[src/rtl/alu_issue_if.sv]
`default_nettype none
// +----------------------------------------------------------------------------+
// | alu_issue_if : request and result channels of the ALU issue stage          |
// | Rev 1.0 : initial release                                                  |
// +----------------------------------------------------------------------------+
interface alu_issue_if;
   logic        in_valid;
   logic        in_ready;
   logic [1:0]  in_aluop;
   logic [5:0]  in_funct;
   logic [31:0] in_a;
   logic [31:0] in_b;
   logic        out_valid;
   logic        out_ready;
   logic [31:0] out_result;
   logic        out_zero;
   logic        out_illegal;
   logic        out_div0;

   modport master (
      output in_valid, in_aluop, in_funct, in_a, in_b, out_ready,
      input  in_ready, out_valid, out_result, out_zero, out_illegal, out_div0
   );

   modport slave (
      input  in_valid, in_aluop, in_funct, in_a, in_b, out_ready,
      output in_ready, out_valid, out_result, out_zero, out_illegal, out_div0
   );
endinterface
`default_nettype wire

[src/rtl/alu_issue.sv]
`default_nettype none
// +----------------------------------------------------------------------------+
// | alu_issue : decodes ALU ops, holds ALU inputs, captures and hands off result|
// | Rev 1.0 : initial release                                                  |
// +----------------------------------------------------------------------------+
module alu_issue #(
   parameter int MULDIV_CYCLES = 4
) (
   input  logic              clk,
   input  logic              rst,
   alu_issue_if.slave        bus,
   input  logic              flush,
   output logic [3:0]        alu_op,
   output logic [31:0]       alu_a,
   output logic [31:0]       alu_b,
   input  logic [31:0]       alu_c,
   input  logic              alu_zero
);

   typedef enum logic [1:0] {
      S_IDLE = 2'd0,
      S_EXEC = 2'd1,
      S_DONE = 2'd2
   } state_t;

   localparam logic [3:0] c_op_add  = 4'd0;
   localparam logic [3:0] c_op_sub  = 4'd1;
   localparam logic [3:0] c_op_mul  = 4'd2;
   localparam logic [3:0] c_op_div  = 4'd3;
   localparam logic [3:0] c_op_and  = 4'd4;
   localparam logic [3:0] c_op_or   = 4'd5;
   localparam logic [3:0] c_op_xor  = 4'd6;
   localparam logic [3:0] c_op_none = 4'd7;
   localparam logic [3:0] c_md_cnt  = 4'(MULDIV_CYCLES);

   state_t      r_state;
   logic [3:0]  r_cnt;
   logic [3:0]  r_alu_op;
   logic [31:0] r_alu_a;
   logic [31:0] r_alu_b;
   logic        r_illegal;
   logic        r_div0;
   logic        r_out_valid;
   logic [31:0] r_out_result;
   logic        r_out_zero;
   logic        r_out_illegal;
   logic        r_out_div0;

   logic [3:0]  w_op;
   logic        w_illegal;
   logic        w_div0;
   logic [3:0]  w_load_cnt;
   logic        w_in_ready;
   logic        w_accept;
   logic        w_force_zero;

   always_comb begin
      w_op      = c_op_none;
      w_illegal = 1'b0;
      case (bus.in_aluop)
         2'b00: w_op = c_op_add;
         2'b01: w_op = c_op_sub;
         2'b10: begin
            case (bus.in_funct)
               6'h20, 6'h21: w_op = c_op_add;
               6'h22, 6'h23: w_op = c_op_sub;
               6'h18:        w_op = c_op_mul;
               6'h1A:        w_op = c_op_div;
               6'h24:        w_op = c_op_and;
               6'h25:        w_op = c_op_or;
               6'h26:        w_op = c_op_xor;
               default: begin
                  w_op      = c_op_none;
                  w_illegal = 1'b1;
               end
            endcase
         end
         default: begin
            w_op      = c_op_none;
            w_illegal = 1'b1;
         end
      endcase
   end

   // A zero divisor short-circuits the multi-cycle hold: the result is forced anyway.
   assign w_div0       = (w_op == c_op_div) && (bus.in_b == 32'd0);
   assign w_load_cnt   = (((w_op == c_op_mul) || (w_op == c_op_div)) && !w_div0) ? c_md_cnt : 4'd1;
   assign w_in_ready   = (r_state == S_IDLE) || ((r_state == S_DONE) && bus.out_ready);
   assign w_accept     = bus.in_valid && w_in_ready && !flush;
   assign w_force_zero = r_illegal || r_div0;

   always_ff @(posedge clk) begin
      if (rst) begin
         r_state       <= S_IDLE;
         r_cnt         <= 4'd0;
         r_alu_op      <= 4'd0;
         r_alu_a       <= 32'd0;
         r_alu_b       <= 32'd0;
         r_illegal     <= 1'b0;
         r_div0        <= 1'b0;
         r_out_valid   <= 1'b0;
         r_out_result  <= 32'd0;
         r_out_zero    <= 1'b0;
         r_out_illegal <= 1'b0;
         r_out_div0    <= 1'b0;
      end else if (flush) begin
         r_state     <= S_IDLE;
         r_cnt       <= 4'd0;
         r_out_valid <= 1'b0;
      end else begin
         case (r_state)
            S_EXEC: begin
               r_cnt <= r_cnt - 4'd1;
               if (r_cnt == 4'd1) begin
                  r_out_result  <= w_force_zero ? 32'd0 : alu_c;
                  r_out_zero    <= w_force_zero ? 1'b1 : alu_zero;
                  r_out_illegal <= r_illegal;
                  r_out_div0    <= r_div0;
                  r_out_valid   <= 1'b1;
                  r_state       <= S_DONE;
               end
            end
            S_DONE: begin
               if (bus.out_ready) begin
                  r_out_valid <= 1'b0;
                  r_state     <= S_IDLE;
               end
            end
            default: r_state <= S_IDLE;
         endcase
         // Accept overrides the DONE->IDLE step above for back-to-back issue.
         if (w_accept) begin
            r_alu_op    <= w_op;
            r_alu_a     <= bus.in_a;
            r_alu_b     <= bus.in_b;
            r_illegal   <= w_illegal;
            r_div0      <= w_div0;
            r_cnt       <= w_load_cnt;
            r_out_valid <= 1'b0;
            r_state     <= S_EXEC;
         end
      end
   end

   assign alu_op          = r_alu_op;
   assign alu_a           = r_alu_a;
   assign alu_b           = r_alu_b;
   assign bus.in_ready    = w_in_ready;
   assign bus.out_valid   = r_out_valid;
   assign bus.out_result  = r_out_result;
   assign bus.out_zero    = r_out_zero;
   assign bus.out_illegal = r_out_illegal;
   assign bus.out_div0    = r_out_div0;

endmodule
`default_nettype wire

[src/flat_wrapper.sv]
// flat-port wrapper written by rule: the top's interface ports become plain ports
module alu_issue_flat 
#(
   parameter int MULDIV_CYCLES = 4
)
  (clk, rst, flush, alu_op, alu_a, alu_b, alu_c, alu_zero, bus_in_valid, bus_in_aluop, bus_in_funct, bus_in_a, bus_in_b, bus_out_ready, bus_in_ready, bus_out_valid, bus_out_result, bus_out_zero, bus_out_illegal, bus_out_div0);
  alu_issue_if bus_i ();
  input  logic clk;
  input  logic rst;
  input  logic flush;
  output logic [3:0] alu_op;
  output logic [31:0] alu_a;
  output logic [31:0] alu_b;
  input  logic [31:0] alu_c;
  input  logic alu_zero;
  input wire logic [$bits(bus_i.in_valid)-1:0] bus_in_valid;
  input wire logic [$bits(bus_i.in_aluop)-1:0] bus_in_aluop;
  input wire logic [$bits(bus_i.in_funct)-1:0] bus_in_funct;
  input wire logic [$bits(bus_i.in_a)-1:0] bus_in_a;
  input wire logic [$bits(bus_i.in_b)-1:0] bus_in_b;
  input wire logic [$bits(bus_i.out_ready)-1:0] bus_out_ready;
  output wire logic [$bits(bus_i.in_ready)-1:0] bus_in_ready;
  output wire logic [$bits(bus_i.out_valid)-1:0] bus_out_valid;
  output wire logic [$bits(bus_i.out_result)-1:0] bus_out_result;
  output wire logic [$bits(bus_i.out_zero)-1:0] bus_out_zero;
  output wire logic [$bits(bus_i.out_illegal)-1:0] bus_out_illegal;
  output wire logic [$bits(bus_i.out_div0)-1:0] bus_out_div0;
  assign bus_i.in_valid = bus_in_valid;
  assign bus_i.in_aluop = bus_in_aluop;
  assign bus_i.in_funct = bus_in_funct;
  assign bus_i.in_a = bus_in_a;
  assign bus_i.in_b = bus_in_b;
  assign bus_i.out_ready = bus_out_ready;
  assign bus_in_ready = bus_i.in_ready;
  assign bus_out_valid = bus_i.out_valid;
  assign bus_out_result = bus_i.out_result;
  assign bus_out_zero = bus_i.out_zero;
  assign bus_out_illegal = bus_i.out_illegal;
  assign bus_out_div0 = bus_i.out_div0;
  alu_issue #(.MULDIV_CYCLES(MULDIV_CYCLES)) u_core (.clk(clk), .rst(rst), .bus(bus_i), .flush(flush), .alu_op(alu_op), .alu_a(alu_a), .alu_b(alu_b), .alu_c(alu_c), .alu_zero(alu_zero));
endmodule
[config.mk]
export PLATFORM = sky130hd
export DESIGN_NAME = alu_issue_flat
export DESIGN_NICKNAME = d
export VERILOG_FILES = /design/src/rtl/alu_issue_if.sv /design/src/rtl/alu_issue.sv /design/src/flat_wrapper.sv
export SDC_FILE = /design/constraint.sdc
export NUM_CORES = 1
export LEC_CHECK = 0
export CORE_MARGIN = 4
export CORE_UTILIZATION = 36
export CTS_CLUSTER_SIZE = 14
export DETAILED_ROUTE_END_ITERATION = 7
export PLACE_DENSITY = 0.86
export SLEW_MARGIN = 20
export SYNTH_ARGS = -nofsm -noshare
export SYNTH_HDL_FRONTEND = slang
export SYNTH_SLANG_ARGS = --single-unit
[constraint.sdc]
create_clock -name clk -period 1.7 [get_ports clk]
set_input_delay 0.17 -clock clk [delete_from_list [all_inputs] [get_ports clk]]
set_output_delay 0.17 -clock clk [all_outputs]
set_load 0.05 [all_outputs]
==> metrics.md <==
| Metric | Value |
|---|---|
| Max_cap viols | 0 |
| Effective utilization at floorplan | ~37% |
| CTS buffer count | 9 |
| Via-per-instance ratio | a little under 5 |
| Antenna viol nets, final | 0 |
| H-Tree Depth | 3 |
| Reg power frac | a little under half |
| # DRC | 0 |
| CTS tree | built |
| Worst-Skew Late Latency | 0.34 ns |
| Multi-input gate area | approximately 1800 µm² |
| Final Max Slew Viols | 0 |
| Commonest non-fill, non-tap cell in the layout | nand2_1 |
| Syn Inst Count | 536 |
| Switching share of power | roughly 27% |
| Total number of vias | between 4000 and 5000 |
| Final Skew | 0.00936 ns |
| Setup slack after layout | ~0.032 ns |
| Buf/Inv on CP | 1 |
| Syn Area/Cell | around 7.9 µm² |
| Crit Path Max Fanout | 2 |
| Hold crit path type | input pin to flip-flop |
| Layout area overhead | 69.3% |
| Largest stage delay on the critical path | about 0.8 ns |
| Largest net degree at the start of global routing | 45 |
| Pre-CTS WS | -0.375 ns |
| NumNets Final | slightly below 900 |
| Die area | approximately 13000 µm² |
| Dpl cells | around 890 |
| Die X | ~120 µm |
| Synth warn | 0 |
| Net count after synthesis | 648 |
| Total congestion overflow | 0 |
| Worst vdd ir | approximately 0.52 mV |
| Most frequent cells in the layout | nand2_1 (177), clkdlybuf4s50_1 (160), dfxtp_1 (110), a21oi_1 (105), buf_4 (56) |
| DP Wirelength | between 9000 and 10000 µm |
| Routed WL | between 10000 and 15000 µm |
| Antenna cells | 0 |
| All-Layer GR Usage | a little under a fifth |
| Crit path DAT | 1.50 ns |
| CTS Sinks | roughly 110 |
| Min cycle time layout | 1.67 ns |
| Crit path launch type | flip-flop |
| Switching power | roughly 1.6 mW |
| Filler cells | between 900 and 1000 |
| Clock share of power | approximately 36% |
| Crit share post-route | a little over nine tenths |
| WL/cell | 14.4 µm |
| Leakage | approximately 3.1 nW |
| Power density cells | 823 nW/µm² |
| Final GP Congestion | between 0.8 and 0.9 |
| Crit end category | output pin |
| Post-synthesis sequential area ratio | a little over half |
| Vert. Die Dim | 116 µm |
| Synthesized area | 4210 µm² |
| Port Buf Inserts | ~210 |
| WP data required | 1.53 ns |
| Crit Path Category | flip-flop to output pin |
| Final Hold Vio Count | 0 |
| Status | finished clean |
| Combinational share of power | roughly 18% |
| CTS Hold Buffers Added | 0 |
| Worst rel slew slack | roughly 64% |
| Final setup fails | 0 |
| Clock-pin slew on the worst setup and hold paths | roughly 0.070 ns |
| Clk root buf | clkbuf_16 |
| FF+latch count, synth | approximately 110 |
| Share of cells above drive strength 1 | 11.3% |
| CP Cell Sequence | clkdlybuf4s50_1 |
| First-pass DRT Iterations | 4 |
| Via count of the first global-routing pass | approximately 4200 |
| First-pass GRT wire length | slightly above 20000 µm |
| Critical path's slowest cell | clkdlybuf4s50_1 |
| I/O Pins | roughly 220 |
| Highest clock rate | between 500 and 600 MHz |
| Clock buffer depth | 2 |
| Slew @ Worst Pin | 0.533 ns |
| Setup tns final | 0 ns |
| Internal | 4.29 mW |
| Finished Layout Cells | 911 |
| Register area | ~2200 µm² |
| Num rows | 39 |
| Family with the most delay on the worst path | buffers and inverters |
| CORE AREA | between 10000 and 15000 µm² |
| Antenna violations before repair | 0 |
| Post-synth cell types | 36 |
| DRT iter0 DRCs | approximately 290 |
[final cells by class]
type	instances	area share (%)
Inverter	3	0.158
Clock buffer	12	3.74
Sequential cell	111	31.2
Clock inverter	4	0.509
Timing Repair Buffer	257	36.2
Multi-Input combinational cell	381	25.7
Tap cell	143	2.51
[routing by layer]
layer	vias to the layer above	share of wire, %	global-route usage (%)
met5	-	0	0
li1	2257	-	-
met3	9	9.0	6.53
met4	0	1.0	5.65
met2	138	50	32.2
met1	2042	40	22.0
[cells by family after synthesis]
family,count (synthesis),share of synthesized area [%]
xor+xnor,2,0.416
buf+inv,44,4.28
fa+ha+maj,2,0.594
flops,111,52.8
other cells,1,0.0891
mux,2,0.476
simple gates,254,26.2
compound gates,120,15.2
[path summary, 6_finish.rpt]
check                                  from                        end  slack, ns  cells past startpoint
hold reg to reg   u_core.bus.out_result[10]  u_core.bus.out_result[10]       0.45                      2
hold / removal                          rst           u_core.alu_a[22]       0.28                      2
setup reg to reg          u_core.r_state[1]  u_core.bus.out_result[12]       0.15                      6
setup / recovery            u_core.alu_a[4]                   alu_a[4]       0.03                      1
[registers in the layout, summed over array words and instances, names as in the netlist]
name	flops
u_core.alu_a	32
u_core.alu_b	32
u_core.bus.out_result	32
u_core.r_cnt	4
u_core.alu_op	3
u_core.r_state	2
u_core.bus.out_div0	1
u_core.bus.out_illegal	1
u_core.bus.out_valid	1
u_core.bus.out_zero	1
u_core.r_div0	1
u_core.r_illegal	1
[synth_stat cells, drive strengths merged]
| library cell | number | area (µm²) |
|---|---|---|
| a211o | 2 | 17.5 |
| nand2 | 177 | 664 |
| or3 | 1 | 6.26 |
| xnor2 | 2 | 17.5 |
| a211oi | 1 | 7.51 |
| nor4 | 10 | 62.6 |
| o211ai | 1 | 7.51 |
| nand3b | 3 | 22.5 |
| o21a | 1 | 7.51 |
| nor2b | 2 | 20.0 |
| or4b | 1 | 10.0 |
| mux2i | 2 | 20.0 |
| nand2b | 1 | 6.26 |
| buf | 10 | 52.6 |
| a311oi | 1 | 8.76 |
| o311ai | 1 | 8.76 |
| nor4b | 1 | 23.8 |
| a32o | 1 | 10.0 |
| a31oi | 1 | 6.26 |
| nand3 | 34 | 170 |
| o2111ai | 1 | 8.76 |
| clkbuf | 31 | 116 |
| nor3 | 6 | 35.0 |
| dfxtp | 111 | 2220 |
| a21oi | 106 | 531 |
| conb | 1 | 3.75 |
| nor3b | 1 | 7.51 |
| nor2 | 13 | 48.8 |
| nand4 | 4 | 25.0 |
| inv | 3 | 11.3 |
| o21ai | 3 | 15.0 |
| a2111oi | 1 | 10.0 |
| ha | 2 | 25.0 |
[stage by stage]
stage / area (µm²) / utilization (%) / power, mW / hold WS (ns)
2_1_floorplan: 4210 / - / 3.28 / 0.306
3_3_place_gp: 6700 / 58.7 / 3.81 / 0.438
3_5_place_dp: 6700 / 58.7 / 3.82 / 0.443
4_1_cts: 7010 / 61.4 / 5.93 / 0.275
5_1_grt: 7120 / 62.4 / 6.10 / 0.295
6_report: 7120 / 62.4 / 5.86 / 0.282
[what timing repair did]
item | 4_1_cts | 5_1_grt
pin swaps | 0 | 3
buffers inserted | 0 | 3
endpoints found under the setup margin | 38 | 51
resized for setup | 1 | 38
gates cloned | 0 | 0
[power groups by stage]
stage	Combinational [mW]	Clock, mW	Sequential, mW
after floorplan	0.233	0	3.04
after global placement	1.03	0	2.78
after detailed placement	1.04	0	2.78
after CTS	1.05	2.16	2.72
after global routing	1.11	2.27	2.73
final	1.05	2.10	2.72
No activity file was read; power rests on OpenSTA's default activity.
==> edit 1 (config.mk and constraints unchanged) <==
Reset style: asynchronous (`rst`), changed in one clocked block.
--- a/src/rtl/alu_issue.sv
+++ b/src/rtl/alu_issue.sv
@@ -89,7 +89,7 @@
    assign w_accept     = bus.in_valid && w_in_ready && !flush;
    assign w_force_zero = r_illegal || r_div0;
 
-   always_ff @(posedge clk) begin
+   always_ff @(posedge clk or posedge rst) begin
       if (rst) begin
          r_state       <= S_IDLE;
          r_cnt         <= 4'd0;
Function: differs if rst is asserted again (counterexample within 4 cycles, from zero or initial values and one cycle with rst high); with rst held inactive, the same outputs for 4 cycles.
==> edit 1 against the original RTL <==
- design area grew 5.6%
- worst setup slack lost 24 ps
- area after synthesis increased by 8.9%
- wire length rose by 5.9%
- global-route usage shrank 0.21 points
- worst hold slack improved by 32 ps
- critical path depth grew 6
- largest cell class is now sequential cells
- maximum frequency is 1.4% lower
- sequential cell count is the same
Power is not compared: it rests on default switching activity, and its combinational part moved more than twofold at a synthesized area within 25%.
==> edit 1: results (changes against the original RTL) <==
status finished, final reports clean; vias in the first global route 4,337 (+3.3%); first-pass iteration count of the detailed router 5 (+1); largest net degree at the start of global routing 58 (+29%); initial drt markers 236 (-17%); Post-DP Area 7010 µm² (+4.6%); Syn Area/Cell 8.85 µm² (+13%); Via density 4.72 (-3.3%); Avg WL per Cell 15.1 µm (+4.5%); gp weighted congestion 0.813 (-1.9%); Arr. time, crit path 1910 ps (+410 ps); share of cells above drive strength 1 15.6% (+4.3 points); NumNets Final 862 (-1.5%); CP peak stage delay 440 ps (-380 ps); Vias 4,356 (-2.0%); top post-synthesis cells by area dfrtp_1 (61%), nand2_1 (22%), o21ai_0 (4.1%); first-pass GRT wire length 21,300 µm (+5.5%); FFs w/ async S/R, synth 100% (+100 points); Synthesized Nets 630 (-2.8%); Setup Skew 4.82 ps (-4.54 ps); DPL Wire Length 10,200 µm (+6.2%); top post-synthesis cells by count nand2_1 (274), dfrtp_1 (111), o21ai_0 (38); Placed Cells 903 (+1.1%); maximum fanout along the worst path 3 (+1); actual slew at the worst max-slew pin 531 ps (-2.07 ps); GRT Util Overall 18.5% (-0.21 points); top cell type by total area after synthesis dfrtp_1
-- edit 1: per-layer routing --
layer  vias to the layer above  GRT usage, %  share of wire [%]
met1                      2020          22.7                 41
met4                         0          6.73                1.5
li1                       2116             -                  -
met2                       204          29.5                 47
met5                         -             0                  0
met3                        16          7.25                 11
-- edit 1: worst max-delay path, delay by kind of cell --
| kind | cells | cell delay [ps] |
|---|---|---|
| AOI/OAI and AO/OA | 2 | 210 |
| and+or+nand+nor | 3 | 920 |
| buffers and inverters | 2 | 610 |
-- edit 1: area by class of cell --
type                            count  area, µm²  share of cell area (%)
Clock inverter                      5        105                    1.40
Inverter                            4       18.8                   0.249
Timing Repair Buffer              249       2450                    32.6
Tap cell                          168        210                    2.79
Multi-Input combinational cell    375       1720                    22.8
Sequential cell                   111       2780                    36.9
Clock buffer                       11        243                    3.23
-- edit 1: power groups by stage --
stage	Combinational (mW)	Clock (mW)	Sequential, mW
detailed placement	5.72	0	3.89
finish	5.62	2.43	3.83
CTS	5.67	2.49	3.85
floorplan	0.894	0	6.53
global placement	5.63	0	3.87
global route	5.93	2.60	3.93
-- edit 1: logic make-up (layout without fill, tap and decap cells) --
| logic type | count (synthesis) | after routing | share of synthesized area [%] |
|---|---|---|---|
| and+or+nand+nor | 315 | 315 | 27.9 |
| buffers and inverters | 32 | 269 | 3.33 |
| adders and majority gates | 2 | 2 | 0.546 |
| xor gates and xnor gates | 1 | 1 | 0.191 |
| AOI/OAI and AO/OA | 54 | 54 | 6.88 |
| muxes | 2 | 2 | 0.491 |
| DFF | 111 | 111 | 60.6 |
| other | 1 | 1 | 0.0818 |
-- edit 1: repair_timing --
action                                  CTS  global route
resized for setup                        13            46
pin swaps                                 0             5
buffers inserted                          0             4
endpoints found under the setup margin   13           100
hold buffers                              0             0
-- edit 1: path summary, 6_finish.rpt --
check                             startpoint                   endpoint  slack [ps]  depth (start not counted)
max in group asynchronous                rst           u_core.alu_b[14]        1120                          3
min reg2reg                 u_core.alu_b[26]           u_core.alu_b[26]         470                          2
min in group clk                bus_in_a[28]           u_core.alu_a[28]         340                          3
max reg2reg                u_core.r_state[1]           u_core.alu_a[24]          20                          5
min                                      rst  u_core.bus.out_result[24]         310                          3
max                              bus_in_b[7]            u_core.r_cnt[2]           8                          7
==> edit 2 (same settings) <==
Made on the original files. Encoding of `state_t`: now one-hot (3 bits for 3 states).
--- a/src/rtl/alu_issue.sv
+++ b/src/rtl/alu_issue.sv
@@ -17,10 +17,10 @@
    input  logic              alu_zero
 );
 
-   typedef enum logic [1:0] {
-      S_IDLE = 2'd0,
-      S_EXEC = 2'd1,
-      S_DONE = 2'd2
+   typedef enum logic [2:0] {
+      S_IDLE = 3'b001,
+      S_EXEC = 3'b010,
+      S_DONE = 3'b100
    } state_t;
 
    localparam logic [3:0] c_op_add  = 4'd0;
Function: same outputs for any inputs over 4 cycles, from zero or initial values and one cycle with rst high; so few cycles prove little.
==> edit 2 against the original RTL <==
- sequential cell count grew 1
- wire length increased by 1.2%
- combinational power shrank 4%
- first-iteration DRC count shrank 22%
- total power is 0.41% lower
- maximum frequency barely moved
- clock skew shrank 3.6 ps
- die area is 0.83% higher
- final cell count fell by 0.77%
- area after synthesis rose by 0.89%
- design area fell by 0.56%
- global-route usage is 0.12 points lower
- worst setup slack hardly changed
- count of clock-buffer cells in the layout unchanged
==> edit 2: results (changes against the original RTL) <==
M1 wire length 5260 µm (-0.19%); register area share after synthesis 52.8% (about the same); met3 routed WL 1380 µm (+16%); Synth top area share 52.8% (about the same); NumNets Final 869 (-0.69%); DPL Wire Length 9930 µm (+3.6%); met3 Usage GRT 7.05% (+0.52 points); top post-synthesis cells by count nand2_1 (175), dfxtp_1 (112), a21oi_1 (107); pre-CTS setup slack -248 ps (+127 ps); Placed Cells 886 (-0.78%); Setup Skew 5.73 ps (-3.63 ps); Synth Area in Compound Gates 15.5% (+0.37 points); Avg WL per Cell 14.7 µm (+2.0%); GR Layer Usage met1 21.3% (-0.66 points); XOR/XNOR Fraction of Synth Area 0.206% (-0.21 points); met2 WL post-DR 6390 µm (-2.3%); Switching Share 25.8% (-1.1 points); Via density 4.85 (-0.59%); cells after synthesis 534 (-0.37%); filler instances 1,014 (+1.5%); sequential power share 46.9% (+0.5 points); Synthesized Nets 646 (-0.31%); gp weighted congestion 0.812 (-2.1%); Vias 4,386 (-1.3%); share of cells above drive strength 1 12.7% (+1.4 points); PD cells 824 nW/µm² (+0.16%); Leak 3.13 nW (+0.23%); number of library cell types mapped by synthesis 40 (+11%); actual slew at the worst max-slew pin 540 ps (+6.70 ps); total setup buffers inserted after CTS 2 (+2); initial drt markers 224 (-22%); largest net degree at the start of global routing 36 (-20%); status finished, final reports clean
edit 2: cell types whose count changed in the layout (fill, tap and decap cells not counted), sizes merged, moves of 2 or more:
cell,before,now
a211o,2,0
mux2i,2,0
nor2,13,15
and4,0,2
nor3b,1,3
nor4bb,0,2
clkdlybuf4s50,160,153
nand2,177,175
or2,0,4
nand4,4,1
nor3,6,2
nand3b,3,0
edit 2: cell type report:
type	count	area share (%)
Multi-Input combinational cell	381	26.3
Inverter	3	0.159
Tap cell	143	2.53
Timing Repair Buffer	250	35.2
Sequential cell	112	31.7
Clock inverter	3	0.600
Clock buffer	12	3.48
edit 2: worst paths after layout:
check / startpoint / endpoint / cells after the start
max: u_core.bus.out_result[0] / bus_out_result[0] / 1
min reg2reg: u_core.bus.out_result[10] / u_core.bus.out_result[10] / 2
min: rst / u_core.r_illegal / 2
max reg2reg: u_core.r_state[1] / u_core.bus.out_result[2] / 7
